## src/rtl/ds_scheduler.sv

```systemverilog
// rtl/ds_scheduler.sv - three-source data scheduler with round-robin, fixed-priority and locked modes
module ds_scheduler #(
    parameter int DW = 8
) (
    input  logic          clk,
    input  logic          rst,
    input  logic [DW-1:0] DS1,
    input  logic [DW-1:0] DS2,
    input  logic [DW-1:0] DS3,
    input  logic [2:0]    req,
    input  logic [1:0]    mode,
    input  logic [3:0]    switch_clk_cycles,
    input  logic [1:0]    lock_sel,
    output logic [DW-1:0] output_data,
    output logic          out_valid,
    output logic [2:0]    grant,
    output logic [1:0]    active_src
);

    typedef enum logic {
        IDLE  = 1'b0,
        SERVE = 1'b1
    } state_t;

    localparam logic [1:0] MODE_HOLD = 2'b00;
    localparam logic [1:0] MODE_RR   = 2'b01;
    localparam logic [1:0] MODE_PRIO = 2'b10;
    localparam logic [1:0] MODE_LOCK = 2'b11;

    state_t        state_q;
    logic [2:0]    grant_q;
    logic [1:0]    active_q;
    logic [1:0]    ptr_q;
    logic [3:0]    cnt_q;
    logic [3:0]    dwell_q;
    logic [DW-1:0] data_q;
    logic          valid_q;

    logic [2:0]    eligible;
    logic [1:0]    rr_pick;
    logic [1:0]    prio_pick;
    logic [1:0]    pick_d;
    logic [2:0]    grant_d;
    logic [3:0]    dwell_d;
    logic [DW-1:0] sel_data;
    logic          granted_req;
    logic          arbitrate;

    // Cyclic successor over source codes 1..3
    function automatic logic [1:0] next_src(input logic [1:0] s);
        return (s == 2'd3) ? 2'd1 : s + 2'd1;
    endfunction

    function automatic logic [2:0] src_onehot(input logic [1:0] s);
        logic [2:0] oh;
        oh = 3'b000;
        case (s)
            2'd1:    oh = 3'b001;
            2'd2:    oh = 3'b010;
            2'd3:    oh = 3'b100;
            default: oh = 3'b000;
        endcase
        return oh;
    endfunction

    // Eligibility, both pick policies and slot-boundary detection
    always_comb begin
        logic [1:0] c1;
        logic [1:0] c2;
        eligible = 3'b000;
        case (mode)
            MODE_RR, MODE_PRIO: eligible = req;
            MODE_LOCK:          eligible = req & src_onehot(lock_sel);
            MODE_HOLD:          eligible = 3'b000;
            default:            eligible = 3'b000;
        endcase

        // Search starts just after the last-served source; the pointer itself
        // comes last so a sole requester is re-granted.
        c1 = next_src(ptr_q);
        c2 = next_src(c1);
        if ((eligible & src_onehot(c1)) != 3'b000)
            rr_pick = c1;
        else if ((eligible & src_onehot(c2)) != 3'b000)
            rr_pick = c2;
        else if ((eligible & src_onehot(ptr_q)) != 3'b000)
            rr_pick = ptr_q;
        else
            rr_pick = 2'd0;

        if (eligible[0])
            prio_pick = 2'd1;
        else if (eligible[1])
            prio_pick = 2'd2;
        else if (eligible[2])
            prio_pick = 2'd3;
        else
            prio_pick = 2'd0;

        pick_d  = (mode == MODE_PRIO) ? prio_pick : rr_pick;
        grant_d = src_onehot(pick_d);
        dwell_d = (switch_clk_cycles == 4'd0) ? 4'd1 : switch_clk_cycles;

        case (active_q)
            2'd1:    sel_data = DS1;
            2'd2:    sel_data = DS2;
            2'd3:    sel_data = DS3;
            default: sel_data = data_q;
        endcase

        // A granted source dropping its request ends the slot early
        granted_req = |(grant_q & req);
        arbitrate   = (state_q == IDLE) ||
                      (cnt_q == dwell_q) || !granted_req;
    end

    // Scheduler FSM: grant slots, dwell counting and registered data path
    always_ff @(posedge clk or posedge rst) begin
        if (rst) begin
            state_q  <= IDLE;
            grant_q  <= 3'b000;
            active_q <= 2'd0;
            ptr_q    <= 2'd3;
            cnt_q    <= 4'd0;
            dwell_q  <= 4'd1;
            data_q   <= '0;
            valid_q  <= 1'b0;
        end else begin
            if (state_q == SERVE) begin
                data_q  <= sel_data;
                valid_q <= 1'b1;
            end else begin
                valid_q <= 1'b0;
            end

            if (arbitrate) begin
                if (pick_d != 2'd0) begin
                    state_q  <= SERVE;
                    grant_q  <= grant_d;
                    active_q <= pick_d;
                    ptr_q    <= pick_d;
                    cnt_q    <= 4'd1;
                    dwell_q  <= dwell_d;
                end else begin
                    state_q  <= IDLE;
                    grant_q  <= 3'b000;
                    active_q <= 2'd0;
                    cnt_q    <= 4'd0;
                end
            end else begin
                cnt_q <= cnt_q + 4'd1;
            end
        end
    end

    assign output_data = data_q;
    assign out_valid   = valid_q;
    assign grant       = grant_q;
    assign active_src  = active_q;

endmodule

```

## config.mk

```make
export PLATFORM = sky130hd
export DESIGN_NAME = ds_scheduler
export DESIGN_NICKNAME = d
export VERILOG_FILES = /design/src/rtl/ds_scheduler.sv
export SDC_FILE = /design/constraint.sdc
export NUM_CORES = 1
export LEC_CHECK = 0
export CELL_PAD_IN_SITES_DETAIL_PLACEMENT = 1
export CELL_PAD_IN_SITES_GLOBAL_PLACEMENT = 1
export CORE_AREA = 2 2 67 69
export DETAILED_ROUTE_END_ITERATION = 12
export DIE_AREA = 0 0 69 71
export DONT_BUFFER_PORTS = 1
export PLACE_DENSITY = 0.71
export SLEW_MARGIN = 20
export SYNTH_ARGS = -nofsm -noshare
export SYNTH_HDL_FRONTEND = slang
export SYNTH_SLANG_ARGS = --single-unit
```

## constraint.sdc

```tcl
create_clock -name clk -period 3.1 [get_ports clk]
set_input_delay 0.155 -clock clk [delete_from_list [all_inputs] [get_ports clk]]
set_output_delay 0.155 -clock clk [all_outputs]
set_load 0.05 [all_outputs]
```

; Yosys cells after proc, flatten, opt, wreduce, memory -nomap -nowiden
; Cells that the tools add are included.
[op_classes]
n_reduce_logical = 14
n_mul = 0
n_bitwise = 6
shift = 0
mux = 27
n_div = 0
add_sub_neg = 3
eq_ne = 22
n_lt_le_gt_ge = 0
[ops]
columns = op, n
row1 = 3-bit case mux with 3 select lines, 6
row2 = 2-bit == test (second input constant), 14
row3 = 8-bit case mux with 3 select lines, 1
row4 = 2-bit two-way mux, 10
row5 = 3-bit AND, 5
row6 = 3-bit two-way mux, 5
row7 = 2-bit by 1-bit == test with 1-bit output (second input constant), 7
row8 = 3-bit nonzero test, 4
row9 = 4-bit two-way mux, 2
row10 = 2-bit by 1-bit adder with 2-bit output (second input constant), 2
row11 = 4-bit by 1-bit adder with 4-bit output (second input constant), 1
row12 = 4-bit == test, 1
row13 = 4-bit zero test, 1
row14 = 2-bit AND reduction, 2
row15 = 1-bit two-way mux, 3
row16 = 3-bit OR reduction, 1
row17 = 2-bit zero test, 1
row18 = 1-bit logical OR, 2
row19 = 2-bit nonzero test, 1
row20 = 2-bit OR reduction, 1
row21 = 1-bit zero test, 1
row22 = 1-bit inverter, 1
[totals]
reg_bits = 25
mem_bits_rw = 0
mem_bits_ro = 0
word_cells = 80
mem_count = 0
latch_bits = 0

; Depth between registers and ports, before layout
[depth]
depth_word = 21
depth_mapped = 11
depth_no_buf = 9

; Worst setup path before layout
; Ideal clock, no wire load.
[synth_path]
kind = input port to flip-flop
from = input mode[0]
to = register dwell_q[1]
path_stages = 11
arrival_time_ns = 2.292
setup_slack_ns = 0.683
setup_time_ns = 0.125
cell_sequence = inv_1 ha_1 buf_2 nor2b_1 or2_1 buf_6 a221o_1 o311ai_2 nand2_1 a21oi_4 mux2_4
[synth_via]
elab_chain_cells = 11
word_cells_on_any_way = 21
[synth_rtl]
columns = element, line_no
row1 = "start, declared", 11  ; input logic [1:0] mode,
row2 = 2-bit == test or 2-bit by 1-bit == test with 1-bit output (tied branches), "71, 100"
row3 = 2-bit OR reduction, 71  ; case (mode)
row4 = 3-bit case mux with 3 select lines, 71
row5 = 3-bit AND, 86  ; else if ((eligible & src_onehot(ptr_q)) != 3'b000)
row6 = 3-bit nonzero test, 86
row7 = 2-bit two-way mux, 86
row8 = 2-bit two-way mux, 84  ; else if ((eligible & src_onehot(c2)) != 3'b000)
row9 = 2-bit two-way mux, 82  ; if ((eligible & src_onehot(c1)) != 3'b000)
row10 = 2-bit two-way mux (*), 100  ; pick_d = (mode == MODE_PRIO) ? prio_pick : rr_pick;
row11 = 2-bit nonzero test (*), 137  ; if (pick_d != 2'd0) begin
row12 = 2-bit AND reduction (no source line) (*), --
row13 = "end signal, assigned", 143  ; dwell_q <= dwell_d;
row14 = "end, declared", 35  ; logic [3:0] dwell_q;
; Mark *: on every way between the ends. The rest lies on a longest branch, timed or not.
; A chain may end at the register's enable or synchronous reset.

; Worst setup path in the final report
[layout_path]
from = register ptr_q[0]
to = register dwell_q[2]
[layout_via]
elab_chain_cells = 14
word_cells_on_any_way = 31
[layout_rtl]
columns = element, line_no
row1 = "start, declared", 33  ; logic [1:0] ptr_q;
row2 = "start signal, assigned", 141  ; ptr_q <= pick_d;
row3 = 2-bit by 1-bit adder with 2-bit output or 2-bit == test (tied branches), "51, 57"
row4 = 2-bit two-way mux, 51  ; return (s == 2'd3) ? 2'd1 : s + 2'd1;
row5 = 2-bit by 1-bit adder with 2-bit output or 2-bit == test (tied branches), "51, 57"
row6 = 2-bit two-way mux, 51
row7 = 2-bit == test or 2-bit by 1-bit == test with 1-bit output (tied branches), 57  ; case (s)
row8 = 3-bit case mux with 3 select lines, 57
row9 = 3-bit two-way mux, 82
row10 = 3-bit AND, 84
row11 = 3-bit nonzero test, 84
row12 = 2-bit two-way mux, 84
row13 = 2-bit two-way mux (*), 82
row14 = 2-bit two-way mux (*), 100
row15 = 2-bit nonzero test (*), 137
row16 = 2-bit AND reduction (no source line) (*), --
; Mark *: on every way between the ends. The rest lies on a longest branch, timed or not. The select of a mux whose other input is x is not followed.

==> flow_metrics.tcl <==
set metrics [dict create \
    grt_usage_pct 17.5 \
    async_flop_share_pct 100 \
    layout_min_cycle_time_ns 2.64 \
    max-clock-path-buffers 2 \
    routabilityCongestion 0.939 \
    hpwl_mm 3.09 \
    wl_per_cell_um 18.5 \
    post-cts-setup-buffer-count 0 \
    post-route-drc-count 0 \
    multi_input_area_um2 892 \
    grt.met1_usage_pct 20.5 \
    min_path_type "in -> async" \
    h-tree-depth 1 \
    status "finished, violations left" \
    syn-instance-count 163 \
    syn_area_per_cell_um2 9.76 \
    crit_required_ns 3.26 \
    syn-cell-area_um2 1590 \
    cts_tree "built" \
    clock_sinks 25 \
    fin_skew_ns 0.00243 \
    clkTransAtPathRegs_ns 0.09 \
    place_worst_setup_slack_ns 0.491 \
    grt_pass1_wl_mm 6.98 \
    fin_nets 207 \
    layout.cells.non_filler 214 \
    crit_path_max_fanout 7 \
    p_leak_nw 0.695 \
    cts_inserted_buffers 3 \
    slew_headroom_pct 38.3 \
    grt_pass1_vias 1450 \
    crit_type "reg -> reg" \
    layout-drive-gt1-share_pct 15.4 \
    overflow 0 \
    fmax_ghz 0.379 \
    synth_ff_type "dfrtp_1" \
    hold_viol 22 \
    grt_max_degree 26 \
    ir_worst_vdd_uv 484 \
    failed_checks "negative hold slack" \
    ant_nets 0 \
    vias_per_cell 6.11 \
    core_um2 4200 \
    die_y_um 71 \
    synth_top_family_by_area "compound AO/OA/AOI/OAI gates" \
    finalSetupViolCount 0 \
    synth-seq-cells 25 \
    die_x_um 69 \
    cts_root_buf "clkbuf_8" \
    reg2reg_depth 7 \
    crit_arrival_ns 2.79 \
    rsz0062_at_grt "no" \
    synth_mux_area_share_pct 10.4 \
    slew_viol_final 0 \
    gr-usage-met2_pct 30.0 \
    diodes 0 \
    vias 1307 \
    synth_xor_area_share_pct 3.30 \
    ys_warn_count 0 \
    tns_ns 0 \
    synth-compound-area-share_pct 23.8 \
    fillers 483 \
    synth_edf_count 0 \
    portBuffers 0 \
    drt_wl_total_mm 3.96 \
    dr.first_iter.drc_count 40 \
    grt.busiest_layer "met2" \
    yosys.area_share.simple_pct 13.1 \
    timing.final.crit_share_pct 85.1 \
    layout_setup_ws_ns 0.462 \
    seq_area_um2 629 \
    layout_common_cells "dfrtp_1 (22), nand2_1 (17), a21oi_1 (15)" \
    seq_area_frac_synth_pct 39.6 \
    cts_resized 0 \
    p_per_area_nw_per_um2 1220 \
    synth_cell_types 42 \
    start_util_pct 37.8 \
    worst_pin_slew_ns 0.925 \
    start_kind "register" \
    place_inst 210 \
    postCtsHoldBufs 0 \
    syn_nets 207 \
    finalPower_mw 2.05 \
    yosys.area_share.adder_pct 5.51 \
    pin_count 51 \
    endpoint_kind "register" \
    layout_commonest_cell "dfrtp_1" \
    whs_ns -0.0240 \
    die_area_um2 4900 \
    first_pass_iters 4 \
    maxCapViolations 0 \
    areaGrowthSynthToFinish_pct 5.74 \
    use_met3_pct 4.27 \
    antenna_found_initial 0 \
    rows 24 \
    clk-insertion-delay-late_ns 0.26 \
]
-- final cells by class --
class	count	area share, %
flip-flops and latches	25	37.4
multi-input cells	122	53.1
clock inverters	1	0.298
well taps	52	3.87
inverters	9	2.01
repair buffers	2	0.893
clock buffers	3	2.46
-- per-layer routing --
layer / vias to the layer above / part of all wire [%]
met5: - / 0
li1: 601 / -
met3: 8 / 7.7
met4: 0 / 2.7
met1: 639 / 41
met2: 59 / 48
-- path summary, 6_finish.rpt --
| check | slack (ns) | start | endpoint |
|---|---|---|---|
| min | -0.02 | rst | out_valid |
| min in group clk | 0.03 | switch_clk_cycles[3] | dwell_q[3] |
| max reg2reg | 0.46 | ptr_q[0] | dwell_q[2] |
| max | 0.46 | ptr_q[0] | dwell_q[2] |
| min reg2reg | 0.55 | dwell_q[3] | dwell_q[3] |
| max in group asynchronous | 2.56 | rst | cnt_q[2] |
-- critical path, stage by stage, from the launching register on --
cell and delay [ns]:
dfstp_2 0.59, inv_1 0.07, ha_1 0.39, a221o_1 0.40, o311ai_2 0.33, nand2_1 0.18, a21oi_4 0.25, mux2_4 0.32
-- synth_stat cells (2+ instances only) --
master / n / area, µm²
nand2_1: 17 / 63.8
nor3_1: 2 / 10.0
inv_1: 8 / 30.0
ha_1: 7 / 87.6
a21oi_1: 15 / 75.1
mux2_4: 3 / 45.0
dfrtp_1: 22 / 551
nand3b_1: 7 / 52.6
mux2i_1: 3 / 30.0
o22ai_1: 13 / 81.3
dfstp_2: 3 / 78.8
o31ai_1: 4 / 30.0
mux2_2: 8 / 90.1
nor2_1: 5 / 18.8
xnor2_1: 5 / 43.8
nand3_1: 3 / 15.0
a221oi_1: 2 / 17.5
clkbuf_1: 5 / 18.8
a211oi_1: 2 / 15.0
o21ai_0: 7 / 35.0
-- report_power, final --
part           total, mW  internal [mW]  switching, mW
clock network      0.191         0.0898          0.101
registers          0.982          0.490          0.492
logic              0.882          0.409          0.473
total               2.05          0.989           1.07
-- sequential cells by signal (all words and copies together), names as in the netlist --
| name | flops |
|---|---|
| dwell_q | 4 |
| grant | 3 |
| out_valid | 1 |
| output_data | 8 |
| state_q | 1 |
| active_src | 2 |
| cnt_q | 4 |
| ptr_q | 2 |
-- stage by stage --
step	area, µm²	utilization, %	hold slack [ns]
floorplan	1590	-	0.180
global placement	1640	38.9	0.303
detailed placement	1640	38.9	0.307
CTS	1680	40.0	0.0107
global route	1680	40.0	0.00906
finish	1680	40.0	-0.0240
-- cell families after synthesis --
| group | after synthesis |
|---|---|
| xor+xnor | 6 |
| mux | 14 |
| compound gates | 54 |
| buf+inv | 16 |
| flops | 25 |
| simple gates | 41 |
| fa+ha+maj | 7 |
(Power assumes the default switching activity.)
